<file path="src/rtl/axil_rd_arbiter.sv">
// Round-robin AXI4-Lite read arbiter: two requesters share one ROM read port.
// One transaction in flight; the response is routed back to the granted requester.
module axil_rd_arbiter #(
    parameter int ADDR_WIDTH = 32,
    parameter int DATA_WIDTH = 32
) (
    input  logic                  clk,
    input  logic                  reset,
    input  logic [ADDR_WIDTH-1:0] i_s0_axil_araddr,
    input  logic                  i_s0_axil_arvalid,
    output logic                  o_s0_axil_arready,
    output logic [DATA_WIDTH-1:0] o_s0_axil_rdata,
    output logic                  o_s0_axil_rvalid,
    input  logic                  i_s0_axil_rready,
    input  logic [ADDR_WIDTH-1:0] i_s1_axil_araddr,
    input  logic                  i_s1_axil_arvalid,
    output logic                  o_s1_axil_arready,
    output logic [DATA_WIDTH-1:0] o_s1_axil_rdata,
    output logic                  o_s1_axil_rvalid,
    input  logic                  i_s1_axil_rready,
    output logic [ADDR_WIDTH-1:0] o_m_axil_araddr,
    output logic                  o_m_axil_arvalid,
    input  logic                  i_m_axil_arready,
    input  logic [DATA_WIDTH-1:0] i_m_axil_rdata,
    input  logic                  i_m_axil_rvalid,
    output logic                  o_m_axil_rready,
    output logic [1:0]            o_grant
);

    // Handshakes: a transfer happens on a cycle where valid and ready are both 1;
    // valid, once raised, holds with its payload stable until that cycle.

    typedef enum logic [1:0] {IDLE, ADDR, DATA} state_e;

    state_e                state_q, state_d;
    logic                  last_q, last_d;
    logic [1:0]            grant_q, grant_d;
    logic [ADDR_WIDTH-1:0] araddr_q, araddr_d;
    logic                  arvalid_q, arvalid_d;
    logic                  pick_s1;
    logic                  gnt_s1;

    assign o_m_axil_araddr  = araddr_q;
    assign o_m_axil_arvalid = arvalid_q;
    assign o_grant          = grant_q;

    always_comb begin
        state_d   = state_q;
        last_d    = last_q;
        grant_d   = grant_q;
        araddr_d  = araddr_q;
        arvalid_d = arvalid_q;

        o_s0_axil_arready = 1'b0;
        o_s1_axil_arready = 1'b0;
        o_s0_axil_rvalid  = 1'b0;
        o_s1_axil_rvalid  = 1'b0;
        o_s0_axil_rdata   = '0;
        o_s1_axil_rdata   = '0;
        o_m_axil_rready   = 1'b0;

        // On a tie, the requester that was not served last wins.
        pick_s1 = i_s1_axil_arvalid && (!i_s0_axil_arvalid || !last_q);
        gnt_s1  = grant_q[1];

        case (state_q)
            IDLE: begin
                o_m_axil_rready = 1'b1;
                if (i_s0_axil_arvalid || i_s1_axil_arvalid) begin
                    o_s0_axil_arready = !pick_s1;
                    o_s1_axil_arready = pick_s1;
                    araddr_d  = pick_s1 ? i_s1_axil_araddr : i_s0_axil_araddr;
                    arvalid_d = 1'b1;
                    grant_d   = pick_s1 ? 2'b10 : 2'b01;
                    state_d   = ADDR;
                end
            end
            ADDR: begin
                if (i_m_axil_arready) begin
                    arvalid_d = 1'b0;
                    state_d   = DATA;
                end
            end
            DATA: begin
                if (gnt_s1) begin
                    o_s1_axil_rvalid = i_m_axil_rvalid;
                    o_s1_axil_rdata  = i_m_axil_rdata;
                    o_m_axil_rready  = i_s1_axil_rready;
                end else begin
                    o_s0_axil_rvalid = i_m_axil_rvalid;
                    o_s0_axil_rdata  = i_m_axil_rdata;
                    o_m_axil_rready  = i_s0_axil_rready;
                end
                if (i_m_axil_rvalid && o_m_axil_rready) begin
                    last_d  = gnt_s1;
                    grant_d = 2'b00;
                    state_d = IDLE;
                end
            end
            default: state_d = IDLE;
        endcase

        // No handshake may be offered in a cycle whose state is being discarded.
        if (reset) begin
            o_s0_axil_arready = 1'b0;
            o_s1_axil_arready = 1'b0;
            o_s0_axil_rvalid  = 1'b0;
            o_s1_axil_rvalid  = 1'b0;
            o_s0_axil_rdata   = '0;
            o_s1_axil_rdata   = '0;
            o_m_axil_rready   = 1'b1;
        end
    end

    always_ff @(posedge clk) begin
        if (reset) begin
            state_q   <= IDLE;
            last_q    <= 1'b1;
            grant_q   <= 2'b00;
            araddr_q  <= '0;
            arvalid_q <= 1'b0;
        end else begin
            state_q   <= state_d;
            last_q    <= last_d;
            grant_q   <= grant_d;
            araddr_q  <= araddr_d;
            arvalid_q <= arvalid_d;
        end
    end

endmodule

</file>
<file path="config.mk">
export PLATFORM = sky130hd
export DESIGN_NAME = axil_rd_arbiter
export DESIGN_NICKNAME = d
export VERILOG_FILES = /design/src/rtl/axil_rd_arbiter.sv
export SDC_FILE = /design/constraint.sdc
export NUM_CORES = 1
export LEC_CHECK = 0
export CORE_UTILIZATION = 35
export DETAILED_ROUTE_END_ITERATION = 10
export PLACE_DENSITY = 0.88
export SYNTH_ARGS = -nofsm -noshare
export SYNTH_HDL_FRONTEND = slang
export SYNTH_SLANG_ARGS = --single-unit
</file>
<file path="constraint.sdc">
create_clock -name clk -period 3.9 [get_ports clk]
set_clock_uncertainty 0.2 [all_clocks]
set_input_delay 1.17 -clock clk [delete_from_list [all_inputs] [get_ports clk]]
set_output_delay 1.17 -clock clk [all_outputs]
set_load 0.02 [all_outputs]
</file>
==> summary.txt, run 1 <==
Power and ir drop
  • Worst IR Drop VDD: 0.190 mV
  • Pwr per Cell Area: 289 nW/µm²
  • Lkg Pwr: 2.24 nW

Clock network
  • Worst-Skew Late Latency: 290 ps
  • Clock Tree Buf Depth: 2
  • Post-CTS Setup Bufs: 0
  • CTS Hold Buffers Added: 0
  • CTS Sinks: 38
  • Root Buffer Master: clkbuf_8
  • PostCTS Resize Cnt: 59
  • CTS tree: yes
  • H-tree levels: 2
  • Number of CTS-inserted buffers: 5
  • Clk slew on worst S/H paths: 80 ps

Synthesis
  • Synth Flop Type: dfxtp_1
  • Synth top area share: 0.316
  • Synth area leaders: dfxtp_1 32%, a311oi_2 19%, and2_1 17%
  • Synthesized area per cell: 8.16 µm²
  • Synth cell types: 28
  • Ys async rst share: 0
  • Synth cell count leaders: 65 x and2_1, 65 x nand2_1, 38 x dfxtp_1, 34 x a21oi_1, 30 x a311oi_2
  • Syn Nets: 399
  • Seq/Total Area, Yosys: 0.316
  • Post-synth top area cell: dfxtp_1
  • Mapped cell area: 2410 µm²
  • Instance count of the mapped netlist: 295
  • YS warnings: 0
  • EDFF count, synth: 0
  • Yosys reg bits: 38

Setup path
  • Slowest CP cell: clkdlybuf4s50_1
  • CP Capture Point: o_m_axil_rready
  • RR Startpoint: state_q[1]
  • Cell count along the critical path: 5
  • Critical path startpoint: i_s0_axil_rready
  • Flop-to-flop setup slack: 1560 ps
  • Crit end category: primary output
  • WP data arrival: 2430 ps
  • Crit-path leading delay family: buffers and inverters
  • Setup CP Type: in -> out
  • Worst r2r dst: o_m_axil_araddr[8]
  • Worst path max stage delay: 410 ps
  • CP Max Fanout: 2
  • Setup crit start kind: input pin
  • Worst reg2reg path depth: 4
  • Data required time of the critical path: 2530 ps
  • Critical-path cell list: clkdlybuf4s50_1, mux2i_1, a21oi_1, or2_2, clkdlybuf4s15_1
  • WP buf/inv: 2

Global routing
  • Global-route wire length before repair: 14,200 µm
  • Number of global-route vias before repair: 2,871
  • Largest net degree at the start of global routing: 35
  • GRT overflow: 0
  • Initial antenna violation count: 0
  • GR Util All Layers: 0.246

Die
  • Starting Density: 0.370
  • Chip width: 84.9 µm
  • Core ar.: 6490 µm²
  • Ports: 208
  • Die Y: 84.9 µm
  • Die area: 7210 µm²
  • Row cnt: 29

Timing
  • Max Freq: 263 MHz
  • Slew headroom: 0.356
  • Final setup violation count: 0
  • Fin. Hold Viols: 0
  • Final setup margin: 95.3 ps
  • TNS Setup: 0 ps
  • Min Tclk post-route: 3800 ps
  • Worst slew pin tran: 967 ps
  • Final period util: 0.976
  • Slew Limit Fails: 0
  • RSZ-0062 raised after global routing: false

Worst hold path
  • Hold Crit Class: reg -> reg

Drt
  • Final antenna-violating net count: 0
  • Vias/cell: 5.04
  • Pre-antenna DRT Iters: 7
  • # DRC: 10
  • Vias: 2,906
  • WL final: 9040 µm
  • Drt first-iter violations: 125
  • Wire per inst: 15.7 µm

Placed design
  • Final GP Congestion: 0.778
  • Place WS: -157 ps
  • DP HPWL: 6940 µm
  • Port Buf Inserts: 207
  • Placed cell areas: 4580 µm²

Run status
  • Status: finished, violations left
  • Failing checks: design-rule violations

Finish
  • Share of cells above drive strength 1: 0.128
  • Area Overhead vs Synth: 94.1%
  • Nets: 603
  • N_diodes: 0
  • Design area: 4670 µm²
  • # fillers: 566

Run
  • Max-Cap Viols: 0
[worst reg2reg max path: stages (launching register included)]
cell	delay (ps)
dfxtp_1	380
nor2_2	120
buf_4	340
and2_2	890
a311oi_2	240
[registers in the layout, indices dropped and copies added, names as in the netlist]
signal and count:
o_m_axil_araddr 32, o_grant 2, state_q 2, last_q 1, o_m_axil_arvalid 1
[how the worst min path moves through the flow]
stage | slack [ps] | depth (start not counted) | end | from
4_1_cts | 310 | 2 | o_grant[0] | o_grant[0]
5_1_grt | 340 | 2 | o_m_axil_araddr[25] | o_m_axil_araddr[25]
3_5_place_dp | 300 | 2 | o_grant[0] | o_grant[0]
2_1_floorplan | 290 | 1 | last_q | last_q
6_report | 310 | 2 | o_grant[0] | o_grant[0]
3_3_place_gp | 270 | 2 | o_m_axil_arvalid | o_m_axil_arvalid
[where the power goes]
part           switching (mW)  leakage, nW  internal, mW  total [mW]
Combinational           0.231         1.85         0.252       0.483
Clock                   0.147       0.0683         0.256       0.403
Sequential             0.0290        0.315         0.434       0.463
[logic make-up (layout without fill, tap and decap cells)]
kind of cell           count (synthesis)  after routing  share of synthesized area
buffers and inverters                 31            236                     0.0686
AND/OR/NAND/NOR                      151            151                      0.318
AO/OA/AOI/OAI                         74             74                      0.293
flip-flops                            38             38                      0.316
multiplexers                           1              1                    0.00416
[cell usage in the layout (no fill, tap or decap), drive strengths merged]
master         Yosys  final
mux2i              1      1
dlymetal6s2s       0     11
dfxtp             38     38
o21ai              1      1
clkdlybuf4s15      0      1
nand2             65     65
nor3               2      2
nor2b              1      1
nor2               8      8
a21boi             1      1
a21bo              1      1
nand3b             1      1
o32ai              3      3
nor3b              1      1
o31a               1      1
and2              65     65
bufinv             0      2
a2111oi            1      1
buf               10     19
a311oi            32     32
clkbuf            18      5
clkdlybuf4s50      0    137
clkinv             0      1
or4b               1      1
inv                3      3
or3                1      1
nand2b             3      3
dlygate4sd2        0     57
a21oi             34     34
or2                3      3
[layout make-up]
class                      instances  area, µm²  area share
timing repair buffer             225       2170       0.465
multi-input combinational        226       1490       0.320
sequential                        38        761       0.163
tap                               77       96.3      0.0206
clock buffer                       5       68.8      0.0147
clock inverter                     3       68.8      0.0147
inverter                           3       11.3     0.00241
[metrics by stage]
stage	total power [mW]	utilization	hold slack (ps)	instances
finish	1.35	0.719	309	577
global route	1.41	0.719	336	577
CTS	1.36	0.715	312	577
detailed placement	0.960	0.704	296	569
global placement	0.948	0.704	270	569
floorplan	0.716	-	291	295
[metal layers]
metal,routed length [µm],GRT usage
met4,204,0.0801
met1,3360,0.281
met2,4810,0.449
met5,0,0
met3,674,0.0632
No activity file was read; power rests on OpenSTA's default activity.
==> run 2: changes to the inputs <==
CORE_MARGIN = 1.5   (was default)
==> run 2 against run 1 <==
The flow now finishes without violations. Sequential power hardly changed. Register-to-register slack about the same. Non-clock buffer count fell by 6. Clock power decreased by 29%. Combinational power about the same. Critical path depth unchanged. Maximum frequency fell by 1.6%. Global-route usage is 1.6 points lower. Routed wire length is 1.6% lower. Sequential share of layout area about the same. Flip-flop and latch count unchanged. Clock-buffer cell count rose by 1. Critical endpoint is now o_s0_axil_rdata[10].
==> summary.txt, run 2 (synthesis results as in run 1) <==
Setup path
  • Flop-to-flop setup slack: 1570 ps (was 1560 ps)
  • WP buf/inv: 3 (was 2)
  • Critical path startpoint: reset (was i_s0_axil_rready)
  • WP data arrival: 2500 ps (was 2430 ps)
  • RR Startpoint: state_q[1] (unchanged)
  • Worst path max stage delay: 610 ps (was 410 ps)
  • Critical-path cell list: buf_2, nor3_2, buf_12, and2_1, clkdlybuf4s50_1 (was clkdlybuf4s50_1, mux2i_1, a21oi_1, or2_2, clkdlybuf4s15_1)
  • Setup crit start kind: input pin (unchanged)
  • CP Max Fanout: 32 (was 2)
  • Worst reg2reg path depth: 4 (unchanged)
  • Slowest CP cell: clkdlybuf4s50_1 (unchanged)
  • Cell count along the critical path: 5 (unchanged)
  • Crit-path leading delay family: buffers and inverters (unchanged)
  • Worst r2r dst: o_m_axil_araddr[10] (was o_m_axil_araddr[8])
  • Crit end category: primary output (unchanged)
  • Setup CP Type: in -> out (unchanged)
  • CP Capture Point: o_s0_axil_rdata[10] (was o_m_axil_rready)
  • Data required time of the critical path: 2530 ps (about the same)

Placed design
  • Final GP Congestion: 0.751 (was 0.778)
  • Placed cells: 566 (was 569)
  • Port Buf Inserts: 207 (unchanged)
  • Place WS: -166 ps (was -157 ps)
  • DP HPWL: 6630 µm (was 6940 µm)

Timing
  • Worst slew pin tran: 946 ps (was 967 ps)
  • Max Freq: 259 MHz (was 263 MHz)
  • Final setup margin: 32.9 ps (was 95.3 ps)
  • Min Tclk post-route: 3870 ps (was 3800 ps)
  • Final period util: 0.992 (was 0.976)
  • TNS Setup: 0 ps (unchanged)
  • Final setup violation count: 0 (unchanged)
  • Slew Limit Fails: 0 (unchanged)
  • Slew headroom: 0.370 (was 0.356)
  • Fin. Hold Viols: 0 (unchanged)

Drt
  • # DRC: 0 (was 10)
  • WL final: 8900 µm (was 9040 µm)
  • Pre-antenna DRT Iters: 4 (was 7)
  • Wire per inst: 15.5 µm (was 15.7 µm)
  • Drt first-iter violations: 126 (was 125)
  • Vias/cell: 4.99 (was 5.04)
  • Vias: 2,865 (was 2,906)
  • Final antenna-violating net count: 0 (unchanged)

Finish
  • Nets: 597 (was 603)
  • Most common cell after layout, fill and taps aside: clkdlybuf4s50_1 (unchanged)
  • # fillers: 576 (was 566)
  • Share of cells above drive strength 1: 0.121 (was 0.128)
  • Area Overhead vs Synth: 93.5% (was 94.1%)
  • Final core utilization: 0.693 (was 0.719)
  • N_diodes: 0 (unchanged)
  • Max FFs per register: 32 (unchanged)
  • Most frequent cells in the layout: 146 x clkdlybuf4s50_1, 65 x nand2_1, 64 x and2_1, 38 x dfxtp_1, 35 x dlygate4sd2_1 (was 137 x clkdlybuf4s50_1, 65 x nand2_1, 64 x and2_1, 57 x dlygate4sd2_1, 38 x dfxtp_1)
  • Final std cells w/o fill: 574 (was 577)

Global routing
  • Global-route wire length before repair: 13,600 µm (was 14,200 µm)
  • GR Util All Layers: 0.230 (was 0.246)
  • GRT overflow: 0 (unchanged)
  • Initial antenna violation count: 0 (unchanged)
  • Largest net degree at the start of global routing: 35 (unchanged)
  • Number of global-route vias before repair: 2,779 (was 2,871)

Clock network
  • CTS Sinks: 38 (unchanged)
  • Number of CTS-inserted buffers: 5 (unchanged)
  • CTS Hold Buffers Added: 0 (unchanged)
  • Clock Tree Buf Depth: 2 (unchanged)
  • Worst-Skew Late Latency: 270 ps (was 290 ps)
  • CTS tree: yes (unchanged)
  • Root Buffer Master: clkbuf_8 (unchanged)
  • H-tree levels: 2 (unchanged)
  • Clk slew on worst S/H paths: 70 ps (was 80 ps)

Die
  • Ports: 208 (unchanged)
  • Die Y: 85.9 µm (was 84.9 µm)
  • Die area: 7380 µm² (was 7210 µm²)
  • Starting Density: 0.358 (was 0.370)
  • Row cnt: 30 (was 29)
  • Chip width: 85.9 µm (was 84.9 µm)
  • Core ar.: 6720 µm² (was 6490 µm²)

Power and ir drop
  • Net load switching power: 0.399 mW (was 0.406 mW)
  • Logic pwr share: 0.392 (was 0.358)
  • Int Power: 0.826 mW (was 0.943 mW)
  • Sequential share of power: 0.376 (was 0.343)
  • Lkg Pwr: 2.32 nW (was 2.24 nW)
  • Pwr per Cell Area: 263 nW/µm² (was 289 nW/µm²)
  • Switching Share: 0.326 (was 0.301)
  • Clock Power Share: 0.232 (was 0.299)
  • Worst IR Drop VDD: 0.199 mV (was 0.190 mV)

Run
  • Max-Cap Viols: 0 (unchanged)

Run status
  • Status: complete, no violations (was finished, violations left)

Worst hold path
  • Hold Crit Class: reg -> reg (unchanged)
==> run 2: power by group through the flow <==
stage | Clock (mW) | Sequential, mW | Combinational (mW)
2_1_floorplan | 0 | 0.520 | 0.196
3_3_place_gp | 0 | 0.468 | 0.474
3_5_place_dp | 0 | 0.469 | 0.484
4_1_cts | 0.293 | 0.461 | 0.483
5_1_grt | 0.308 | 0.467 | 0.512
6_report | 0.285 | 0.461 | 0.480
==> run 2: area by class of cell <==
type / instances / area, µm² / area share
Tap cell: 80 / 100 / 0.0215
Multi-Input combinational cell: 226 / 1500 / 0.321
Clock inverter: 2 / 12.5 / 0.00269
Inverter: 3 / 11.3 / 0.00242
Sequential cell: 38 / 761 / 0.163
Clock buffer: 6 / 82.6 / 0.0177
Timing Repair Buffer: 219 / 2190 / 0.471
==> run 2: worst min path at each step <==
stage	start	to	slack (ps)	cells after the start
global placement	o_m_axil_arvalid	o_m_axil_arvalid	270	2
global route	o_m_axil_araddr[25]	o_m_axil_araddr[25]	340	2
detailed placement	o_m_axil_arvalid	o_m_axil_arvalid	290	2
CTS	o_m_axil_arvalid	o_m_axil_arvalid	290	2
floorplan	last_q	last_q	290	1
finish	o_m_axil_arvalid	o_m_axil_arvalid	290	2
==> run 2: tightest hold or removal path, stage by stage (launching register included) <==
cell	delay [ps]
dfxtp_1	320
inv_1	50
a2111oi_0	70
==> run 2: what timing repair did <==
item,in CTS,in global routing
endpoints found under the hold margin,0,0
gates resized for setup,37,26
endpoints found under the setup margin,36,25
cloned,0,0
setup buffers,0,0
==> run 2: metrics by stage <==
stage	total power, mW	instance area (µm²)	hold WS (ps)
after CTS	1.24	4600	295
after detailed placement	0.953	4550	285
after global routing	1.29	4660	336
final	1.23	4660	290
after global placement	0.942	4550	270
after floorplan	0.716	2410	291
==> run 2: metal layers <==
layer  global-route usage  up-vias  wire, µm
met5                    0        -         0
met4               0.0587        0       118
met3               0.0558        8       629
met2                0.431      118      4680
met1                0.260     1326      3480
li1                     -     1413         -
